File: src/rtl/if_stage.sv
// ============================================================================
// Module      : if_stage
// Description : Instruction-fetch stage. Owns the PC, issues one request at a
//               time to instruction memory over a req/rvalid handshake, and
//               drives the IF/ID pipeline register consumed by decode.
//               Honours the hazard-unit stall and the decode-stage redirect
//               (flush plus discard of the in-flight fetch).
//               Optional macro IF_PERF_CNT_EN adds fetch/stall/flush counters.
// Revision    : 1.0 - initial release
// ============================================================================
`default_nettype none

module if_stage #(
  parameter int                  WORD_LEN  = 16,
  parameter int                  PC_WIDTH  = 16,
  parameter logic [PC_WIDTH-1:0] RESET_PC  = '0,
  parameter logic [WORD_LEN-1:0] NOP_INSTR = '0
) (
  input  logic                clk,
  input  logic                rst,
  input  logic                hazard_detected,
  input  logic                brTaken,
  input  logic [PC_WIDTH-1:0] br_target,
  output logic                imem_req,
  output logic [PC_WIDTH-1:0] imem_addr,
  input  logic                imem_rvalid,
  input  logic [WORD_LEN-1:0] imem_rdata,
  output logic [WORD_LEN-1:0] instruction,
  output logic                instr_valid,
  output logic [PC_WIDTH-1:0] pc_ID
`ifdef IF_PERF_CNT_EN
  ,
  output logic [31:0]         fetch_count,
  output logic [31:0]         stall_count,
  output logic [31:0]         flush_count
`endif
);

  typedef enum logic [1:0] {
    ST_ISSUE = 2'd0,
    ST_WAIT  = 2'd1,
    ST_HOLD  = 2'd2
  } state_t;

  state_t              state_q, state_d;
  logic [PC_WIDTH-1:0] pc_q, pc_d;
  logic                kill_q, kill_d;
  logic [WORD_LEN-1:0] buf_q, buf_d;
  logic [WORD_LEN-1:0] instr_q, instr_d;
  logic                valid_q, valid_d;
  logic [PC_WIDTH-1:0] pcid_q, pcid_d;

  logic                deliver;
  logic [WORD_LEN-1:0] deliver_word;
  logic [PC_WIDTH-1:0] pc_inc;

  assign pc_inc      = pc_q + PC_WIDTH'(1);
  assign imem_req    = (state_q == ST_ISSUE) & rst;
  assign imem_addr   = pc_q;
  assign instruction = instr_q;
  assign instr_valid = valid_q;
  assign pc_ID       = pcid_q;

  // Fetch sequencing: next state, PC, kill flag, hold buffer and IF/ID contents
  always_comb begin
    state_d      = state_q;
    pc_d         = pc_q;
    kill_d       = kill_q;
    buf_d        = buf_q;
    deliver      = 1'b0;
    deliver_word = buf_q;

    case (state_q)
      ST_ISSUE: begin
        state_d = ST_WAIT;
        // The request just issued targets the old PC, so its data must die.
        if (brTaken) begin
          pc_d   = br_target;
          kill_d = 1'b1;
        end
      end
      ST_WAIT: begin
        if (imem_rvalid) begin
          state_d = ST_ISSUE;
          if (kill_q) begin
            // The killed response is now consumed; nothing else is in flight.
            kill_d = 1'b0;
            if (brTaken) pc_d = br_target;
          end else if (brTaken) begin
            pc_d = br_target;
          end else if (hazard_detected) begin
            buf_d   = imem_rdata;
            state_d = ST_HOLD;
          end else begin
            deliver      = 1'b1;
            deliver_word = imem_rdata;
          end
        end else if (brTaken) begin
          pc_d   = br_target;
          kill_d = 1'b1;
        end
      end
      ST_HOLD: begin
        if (brTaken) begin
          pc_d    = br_target;
          state_d = ST_ISSUE;
        end else if (!hazard_detected) begin
          deliver      = 1'b1;
          deliver_word = buf_q;
          state_d      = ST_ISSUE;
        end
      end
      default: state_d = ST_ISSUE;
    endcase

    if (deliver) pc_d = pc_inc;

    instr_d = instr_q;
    valid_d = valid_q;
    pcid_d  = pcid_q;
    if (brTaken) begin
      instr_d = NOP_INSTR;
      valid_d = 1'b0;
    end else if (deliver) begin
      instr_d = deliver_word;
      valid_d = 1'b1;
      pcid_d  = pc_inc;
    end else if (!hazard_detected) begin
      instr_d = NOP_INSTR;
      valid_d = 1'b0;
    end
  end

  // State, PC and IF/ID registers with synchronous active-low reset
  always_ff @(posedge clk) begin
    if (!rst) begin
      state_q <= ST_ISSUE;
      pc_q    <= RESET_PC;
      kill_q  <= 1'b0;
      buf_q   <= NOP_INSTR;
      instr_q <= NOP_INSTR;
      valid_q <= 1'b0;
      pcid_q  <= '0;
    end else begin
      state_q <= state_d;
      pc_q    <= pc_d;
      kill_q  <= kill_d;
      buf_q   <= buf_d;
      instr_q <= instr_d;
      valid_q <= valid_d;
      pcid_q  <= pcid_d;
    end
  end

`ifdef IF_PERF_CNT_EN
  logic [31:0] fetch_cnt_q, stall_cnt_q, flush_cnt_q;

  assign fetch_count = fetch_cnt_q;
  assign stall_count = stall_cnt_q;
  assign flush_count = flush_cnt_q;

  // Free-running wrap-around event counters
  always_ff @(posedge clk) begin
    if (!rst) begin
      fetch_cnt_q <= '0;
      stall_cnt_q <= '0;
      flush_cnt_q <= '0;
    end else begin
      if (deliver)         fetch_cnt_q <= fetch_cnt_q + 32'd1;
      if (hazard_detected) stall_cnt_q <= stall_cnt_q + 32'd1;
      if (brTaken)         flush_cnt_q <= flush_cnt_q + 32'd1;
    end
  end
`endif

endmodule

`default_nettype wire

File: config.mk
export PLATFORM = sky130hd
export DESIGN_NAME = if_stage
export DESIGN_NICKNAME = d
export VERILOG_FILES = /design/src/rtl/if_stage.sv
export SDC_FILE = /design/constraint.sdc
export NUM_CORES = 1
export LEC_CHECK = 0
export ABC_CLOCK_PERIOD_IN_PS = 5700
export BUFFER_PORTS_ARGS = -buffer_cell sky130_fd_sc_hd__buf_2
export CAP_MARGIN = 5
export CORE_MARGIN = 2
export CORE_UTILIZATION = 55
export DETAILED_ROUTE_END_ITERATION = 8
export PLACE_DENSITY = 0.84
export SLEW_MARGIN = 10
export SYNTH_ARGS = -nofsm -noshare
export SYNTH_HDL_FRONTEND = slang
export SYNTH_SLANG_ARGS = --single-unit
File: constraint.sdc
create_clock -name clk -period 5.7 [get_ports clk]
set_input_delay 0.855 -clock clk [delete_from_list [all_inputs] [get_ports clk]]
set_output_delay 0.855 -clock clk [all_outputs]
set_load 0.05 [all_outputs]
# ---- Word-level counts from Yosys, hierarchy flattened
# Index checks and enable logic that the tools add are counted.
dict set report word_totals {
  in_bits 37
  reg_bits 68
  output_inout_bits 50
  wordCells 53
}
dict set report op_classes {
  muxes 26
  eq_ne 5
  n_reduce_logical 10
  add_sub_neg 1
  bitwise 4
}
# cell n
set ops {}
lappend ops {{$mux W16} 9}
lappend ops {{$add A16 B1 Y16 const B} 1}
lappend ops {{$mux W2} 6}
lappend ops {{$mux W1} 8}
lappend ops {{$pmux W2 S3} 1}
lappend ops {{$reduce_and A2 Y1} 3}
lappend ops {{$reduce_bool A2 Y1} 3}
lappend ops {{$reduce_and A5 Y1} 1}
lappend ops {{$pmux W1 S2} 2}
lappend ops {{$ne A3 B3 Y1 const B} 1}
lappend ops {{$not A1 Y1} 3}
lappend ops {{$reduce_or A3 Y1} 1}
lappend ops {{$eq A2 B1 Y1 const B} 1}
lappend ops {{$eq A2 B2 Y1 const B} 1}
lappend ops {{$logic_not A2 Y1} 1}
lappend ops {{$ne A2 B1 Y1 const B} 1}
lappend ops {{$ne A2 B2 Y1 const B} 1}
lappend ops {{$reduce_or A2 Y1} 1}
lappend ops {{$and A1 B1 Y1} 1}

# ---- Longest topological paths before layout
# Gate-level depths: netlist of the first run.
dict set report depth {
  ltp_word 7
  ltp_mapped 8
  mapped_depth_nobuf 6
}

# ---- Worst setup path before layout of the first run
# No wires, ideal clock.
dict set report synth_timing {
  kind {input-to-output}
  start {input rst}
  end {output imem_req}
  arrival_time_ps 1874
  required_ps 4845
  path_buffers 2
  path_stages 3
  slack_ps 2971
  path_cell_list {clkbuf_1 -> clkbuf_1 -> and2_1}
}
dict set report synth_via {
  elab_chain_cells 1
}
# item line
set synth_rtl {}
lappend synth_rtl {{start, declared} 20} ;# input logic rst,
lappend synth_rtl {{$and A1 B1 Y1} 58} ;# assign imem_req = (state_q == ST_ISSUE) & rst;
lappend synth_rtl {{end, declared} 24} ;# output logic imem_req,
# Every way passes these cells.

# ---- Worst setup path after layout of the first run
dict set report layout_timing {
  start {register state_q[0]}
  end {register pc_q[6] (netlist: imem_addr[6])}
}
dict set report layout_via {
  elab_chain_cells 4
  word_cells_on_any_way 9
  cone_classes {eq/ne: 2; mux: 2; reduce/logical: 5}
}
# item line
set layout_rtl {}
lappend layout_rtl {{start, declared} 45} ;# state_t state_q, state_d;
lappend layout_rtl {{start signal, assigned} 145} ;# state_q <= state_d;
lappend layout_rtl {{$eq A2 B2 Y1, or another cell as far along} 73} ;# case (state_q)
lappend layout_rtl {{$pmux W1 S2 / $reduce_or A3 Y1 (equally long branches)} -}
lappend layout_rtl {{$reduce_bool A2 Y1 (no source line)} -}
lappend layout_rtl {{$reduce_and A2 Y1 (no source line)} -}
lappend layout_rtl {{end signal, assigned} 146} ;# pc_q <= pc_d;
lappend layout_rtl {{end, declared} 46} ;# logic [PC_WIDTH-1:0] pc_q, pc_d;
# Parallel ways exist; a longest one is shown, timed or not.
# A chain may end at the register's enable or synchronous reset.

==> flow_metrics.tcl, run 1 <==
set metrics [dict create \
    cts.clk_slew.worst_paths_ps 70 \
    syn_nets 428 \
    slowest_stage "a21boi_4" \
    slew_viol_final 0 \
    drive_gt1_share_pct 24.62 \
    num-nets-final 499 \
    clock_path_buffers 2 \
    critical_path_arrival_ps 3170 \
    clock_sinks 68 \
    crit_path_start "state_q[0]" \
    synth_top_area_share_pct 41.46 \
    drt_iter0_drc 173 \
    fin_crit_ps 2946 \
    insertion_delay_ps 340 \
    port_buffers 86 \
    power.density_mw_per_mm2 260.9 \
    required_ps 5920 \
    grt_pass1_wl_um 13550 \
    h-tree-depth 3 \
    reg2reg_from "state_q[0]" \
    r2r_end "imem_addr[6]" \
    gr-usage-all-layers_pct 26.65 \
    vdd.ir_drop.worst_uv 176.3 \
    fp.dieW_um 81.26 \
    maxCapViolCount 0 \
    dp_hpwl_um 5704 \
    synth-edff-count 0 \
    fin_crit_sh_pct 51.68 \
    startpoint_type "flop" \
    setup_viol 0 \
    postCtsSetupBuffers 0 \
    fp.dieArea_sq_mm 0.006603 \
    total_power_w 0.001014 \
    drt_wl_total_um 8541 \
    cts_hold_buf 0 \
    io_pins 87 \
    critPathKind "reg -> reg" \
    vias 3193 \
    ys.warnings.count 0 \
    synth_cell_types 55 \
    insertedDiodeCount 0 \
    min-delay-path-class "reg -> reg" \
    ant_nets 0 \
    clock_skew_ps 8.752 \
    crit_path_end_kind "flop" \
    critPathMaxFanout 41 \
    remaining_drc_errors 0 \
    grt-ovfl-total 0 \
    synthFlopType "dfxtp_1" \
    post_cts_resize_count 0 \
    first_pass_iters 5 \
    cts_made_buffers 9 \
    ys_seq_area_share_pct 41.46 \
    netlist_area_sq_mm 0.003283 \
    first_global_vias 2905 \
    antenna_found_initial 0 \
    cts_root_buf "clkbuf_8" \
    status "finished clean" \
    leakage_nw 1.590 \
    tightest_slew_ps 1159 \
    path_cells "inv_1 > ha_1 > nor3b_1 > a21boi_4 > buf_4 > mux2i_1 > o22ai_1" \
    ys_ff_latch 68 \
    yosys.area.top_type "dfxtp_1" \
    tns_ps 0 \
    routabilityCongestion 0.8431 \
    avgRoutedWirePerCell_um 15.99 \
    design.core.area_sq_mm 0.005851 \
    area_growth_pct 18.33 \
    synth-async-reset-ratio_pct 0 \
    die_h_um 81.26 \
    slew_headroom_pct 22.21 \
    critical-path-max-stage-delay_ps 940 \
    fp-row-count 28 \
    endpoint "imem_addr[6]" \
    fill_cells 512 \
    rsz0062_at_grt "false" \
    via_per_inst 5.979 \
    start_util_pct 56.12 \
    synthCells 386 \
    r2r_slack_ps 2750 \
    tritoncts "done" \
    synthTopCellsByArea "dfxtp_1 41%, nand2_1 6.2%, a21oi_1 5.6%, mux2_1 5.5%, nor2_1 3.8%" \
    avgSynthCellArea_sq_um 8.506 \
    max_freq_ghz 0.3395 \
    ff2ff_path_depth 7 \
    grt_max_degree 42 \
    hold_violations 0 \
]
## placed cells by master (no fill, tap or decap), types with 5 or more instances in the layout
cell type,netlist,routed
xnor2_1,6,6
inv_1,13,13
a21oi_1,37,37
dfxtp_1,68,68
a211oi_1,5,5
ha_1,5,5
buf_2,9,86
a22oi_1,16,16
mux2i_1,11,11
o21ai_1,15,15
nand2_1,54,54
o22ai_1,9,9
nand3_1,8,8
clkbuf_8,0,11
nor3_1,5,5
mux2_1,16,16
nor2_1,33,33
## Yosys cell counts (2+ instances only)
library cell / number
dfxtp_1: 68
nand2_1: 54
a21oi_1: 37
nor2_1: 33
a22oi_1: 16
mux2_1: 16
clkbuf_1: 15
o21ai_1: 15
inv_1: 13
mux2i_1: 11
buf_2: 9
o22ai_1: 9
nand3_1: 8
xnor2_1: 6
a211oi_1: 5
ha_1: 5
nor3_1: 5
a31oi_1: 4
nand4_1: 4
nor4_1: 4
xor2_1: 4
nor4_2: 3
o21ai_0: 3
a32oi_1: 2
and2_1: 2
and3_1: 2
buf_4: 2
nand3b_1: 2
o211a_1: 2
o21a_1: 2
## final cells by class
class | instances | area (sq um) | share of cell area [%]
clock buffers | 11 | 151.4 | 3.897
clock inverters | 2 | 12.51 | 0.3221
inverters | 13 | 48.80 | 1.256
multi-input cells | 278 | 1779 | 45.80
flip-flops and latches | 68 | 1361 | 35.04
well taps | 75 | 93.84 | 2.415
repair buffers | 87 | 437.9 | 11.27
## layer usage
metal	track usage [%]	part of all wire (%)
met1	31.65	41
met2	45.74	51
met3	7.889	7.1
met4	8.983	0.91
met5	0	0
## stage by stage
| step | worst slack [ps] | cell area [sq um] | hold WS (ps) | utilization [%] | std cells |
|---|---|---|---|---|---|
| 2_1_floorplan | 2971 | 3283 | 432.2 | - | 386 |
| 3_3_place_gp | 2522 | 3721 | 437.5 | 63.60 | 521 |
| 3_5_place_dp | 2451 | 3721 | 445.8 | 63.60 | 521 |
| 4_1_cts | 2757 | 3885 | 455.1 | 66.40 | 534 |
| 5_1_grt | 2535 | 3885 | 483.9 | 66.40 | 534 |
| 6_report | 2754 | 3885 | 455.8 | 66.40 | 534 |
## report_power, final
| group | switching [W] | internal, W |
|---|---|---|
| Sequential | 0.0000229 | 0.000490 |
| Combinational | 0.000103 | 0.0000499 |
| Clock | 0.000174 | 0.000174 |
## sequential cells by signal (all words and copies together), names as in the netlist
name,count
buf_q,16
imem_addr,16
instruction,16
pc_ID,16
state_q,2
instr_valid,1
kill_q,1
## critical path: cells and delay by family (launching register included)
family	cells	cell delay [ps]
buf+inv	2	520
simple gates	1	260
flops	1	410
fa+ha+maj	1	350
mux	1	240
compound gates	2	1040
## logic make-up (layout without fill, tap and decap cells)
family | count (synthesis) | after routing | share of synthesized area (%)
simple gates | 129 | 129 | 19.32
xor+xnor | 10 | 10 | 2.668
compound gates | 107 | 107 | 20.66
fa+ha+maj | 5 | 5 | 1.905
mux | 27 | 27 | 8.842
flops | 68 | 68 | 41.46
buf+inv | 40 | 113 | 5.144
## how the worst min path moves through the flow
stage,endpoint,startpoint,cells after the start,slack [ps]
4_1_cts,buf_q[10],buf_q[10],2,460
3_3_place_gp,buf_q[15],buf_q[15],2,440
5_1_grt,buf_q[5],buf_q[5],2,480
2_1_floorplan,buf_q[0],buf_q[0],2,430
3_5_place_dp,buf_q[10],buf_q[10],2,450
6_report,buf_q[10],buf_q[10],2,460
(Power assumes the default switching activity.)
==> run 2: changes to the inputs <==
Settings changed: ABC_CLOCK_PERIOD_IN_PS 5700 to 2550, CORE_UTILIZATION 55 to 47, PLACE_DENSITY 0.84 to 0.76.
Clock period 5.7 ns to 2.55 ns, I/O delays scaled along.
==> run 2 against run 1 <==
Non-clock buffer count rose by 6. Clock skew fell by 2.9 ps. Sequential power rose by 120%. First-iteration DRC count fell by 9.8%. Register-to-register slack got worse by 2500 ps. Worst hold slack got worse by 170 ps. Critical endpoint is now imem_addr[0]. Largest power group unchanged. Highest routed layer unchanged.
==> flow_metrics.tcl, run 2 (synthesized netlist as in run 1, its figures left out) <==
set metrics [dict create \
    avgRoutedWirePerCell_um 14.87 \
    leakage_nw 1.643 \
    slew_headroom_pct 29.63 \
    tightest_slew_ps 1049 \
    cts.clk_slew.worst_paths_ps 70 \
    vias 3126 \
    gr-usage-all-layers_pct 22.98 \
    setup_viol 0 \
    remaining_drc_errors 0 \
    rsz0062_at_grt "false" \
    cts_made_buffers 9 \
    layout_commonest_cell "buf_2" \
    insertedDiodeCount 0 \
    critPathMaxFanout 15 \
    via_per_inst 5.543 \
    design.core.area_sq_mm 0.006794 \
    use_met1_pct 28.06 \
    dp_hpwl_um 5761 \
    fp.dieW_um 87.58 \
    first_global_vias 2930 \
    power.density_mw_per_mm2 597.6 \
    tritoncts "done" \
    grt-ovfl-total 0 \
    clock_sinks 68 \
    critical_path_arrival_ps 2510 \
    ant_nets 0 \
    grt_pass1_wl_um 13900 \
    first_pass_iters 4 \
    maxCapViolCount 0 \
    port_buffers 86 \
    grtUsageMet2_pct 39.88 \
    fin_crit_sh_pct 88.21 \
    fp-row-count 30 \
    max_freq_ghz 0.4446 \
    startpoint_type "flop" \
    min-delay-path-class "in -> reg" \
    path_cells "inv_1 > ha_1 > and3b_1 > o21ai_1 > a211oi_1 > a211oi_1" \
    met3_usage_pct 5.278 \
    routabilityCongestion 0.8128 \
    vdd.ir_drop.worst_uv 438.8 \
    fill_cells 623 \
    insertion_delay_ps 340 \
    busiest_layer "met2" \
    clock_skew_ps 5.869 \
    postCtsSetupBuffers 0 \
    clock_path_buffers 2 \
    num-nets-final 505 \
    io_pins 87 \
    h-tree-depth 3 \
    grt_max_degree 52 \
    start_util_pct 48.32 \
    final_util_pct 58.99 \
    tns_ps 0 \
    fp.dieArea_sq_mm 0.007670 \
    post_cts_resize_count 0 \
    drt_wl_total_um 8385 \
    crit_path_end_kind "flop" \
    slowest_stage "o21ai_1" \
    critical-path-max-stage-delay_ps 820 \
    crit_top_cell "a211oi_1" \
    slew_viol_final 0 \
    final_cell_mix "86 x buf_2, 68 x dfxtp_1, 54 x nand2_1" \
    total_power_w 0.002395 \
    cts_root_buf "clkbuf_8" \
    area_growth_pct 22.07 \
    critPathKind "reg -> reg" \
    required_ps 2810 \
    antenna_found_initial 0 \
    hold_violations 0 \
    drt_iter0_drc 156 \
    fin_crit_ps 2249 \
    die_h_um 87.58 \
    status "finished clean" \
    drive_gt1_share_pct 25.85 \
    cts_hold_buf 0 \
]
-- run 2: cell types whose count changed in the layout (fill, tap and decap cells not counted) --
cell,delta
bufinv_16,+1
clkinv_2,+1
buf_12,+1
buf_4,+5
clkbuf_1,+1
-- run 2: final timing paths --
path            startpoint      endpoint  slack (ps)  cells after the start
max             state_q[1]  imem_addr[0]         300                      6
min          imem_rdata[9]      buf_q[9]         280                      3
max reg2reg     state_q[1]  imem_addr[0]         300                      6
min reg2reg       buf_q[1]      buf_q[1]         460                      2
-- run 2: power by group --
part | leakage, nW | total, W | internal, W | switching [W]
Sequential | 0.551 | 0.00114 | 0.00109 | 0.0000461
Combinational | 0.989 | 0.000353 | 0.000119 | 0.000234
Clock | 0.102 | 0.000902 | 0.000502 | 0.000400
Total | 1.64 | 0.00240 | 0.00172 | 0.000680
-- run 2: critical path: cells and delay by family (launching register included) --
kind	cells	cell delay [ps]
buffers and inverters	1	80
AND/OR/NAND/NOR	1	230
AO/OA/AOI/OAI	3	1230
flip-flops	1	380
adder cells (fa/ha/maj)	1	250
-- run 2: routing by layer --
layer	vias to the layer above	share of wire [%]
met3	9	6.0
met4	0	0.98
li1	1535	-
met5	-	0
met1	1492	43
met2	90	50
-- run 2: layout make-up --
| cell class | instances | area, sq um | area share (%) |
|---|---|---|---|
| Clock buffer | 12 | 155.1 | 3.871 |
| Inverter | 13 | 48.80 | 1.218 |
| Multi-Input combinational cell | 278 | 1779 | 44.40 |
| Timing Repair Buffer | 93 | 495.5 | 12.36 |
| Clock inverter | 4 | 47.55 | 1.186 |
| Tap cell | 96 | 120.1 | 2.997 |
| Sequential cell | 68 | 1361 | 33.97 |
-- run 2: per-stage QoR --
step | setup slack (ps) | cells | hold WS, ps | cell area [sq um]
2_1_floorplan | 553.4 | 386 | 432.2 | 3283
3_3_place_gp | 417.2 | 548 | 437.7 | 3805
3_5_place_dp | 344.5 | 548 | 447.5 | 3805
4_1_cts | 331.2 | 564 | 269.2 | 4008
5_1_grt | 85.73 | 564 | 279.5 | 4008
6_report | 300.7 | 564 | 283.5 | 4008
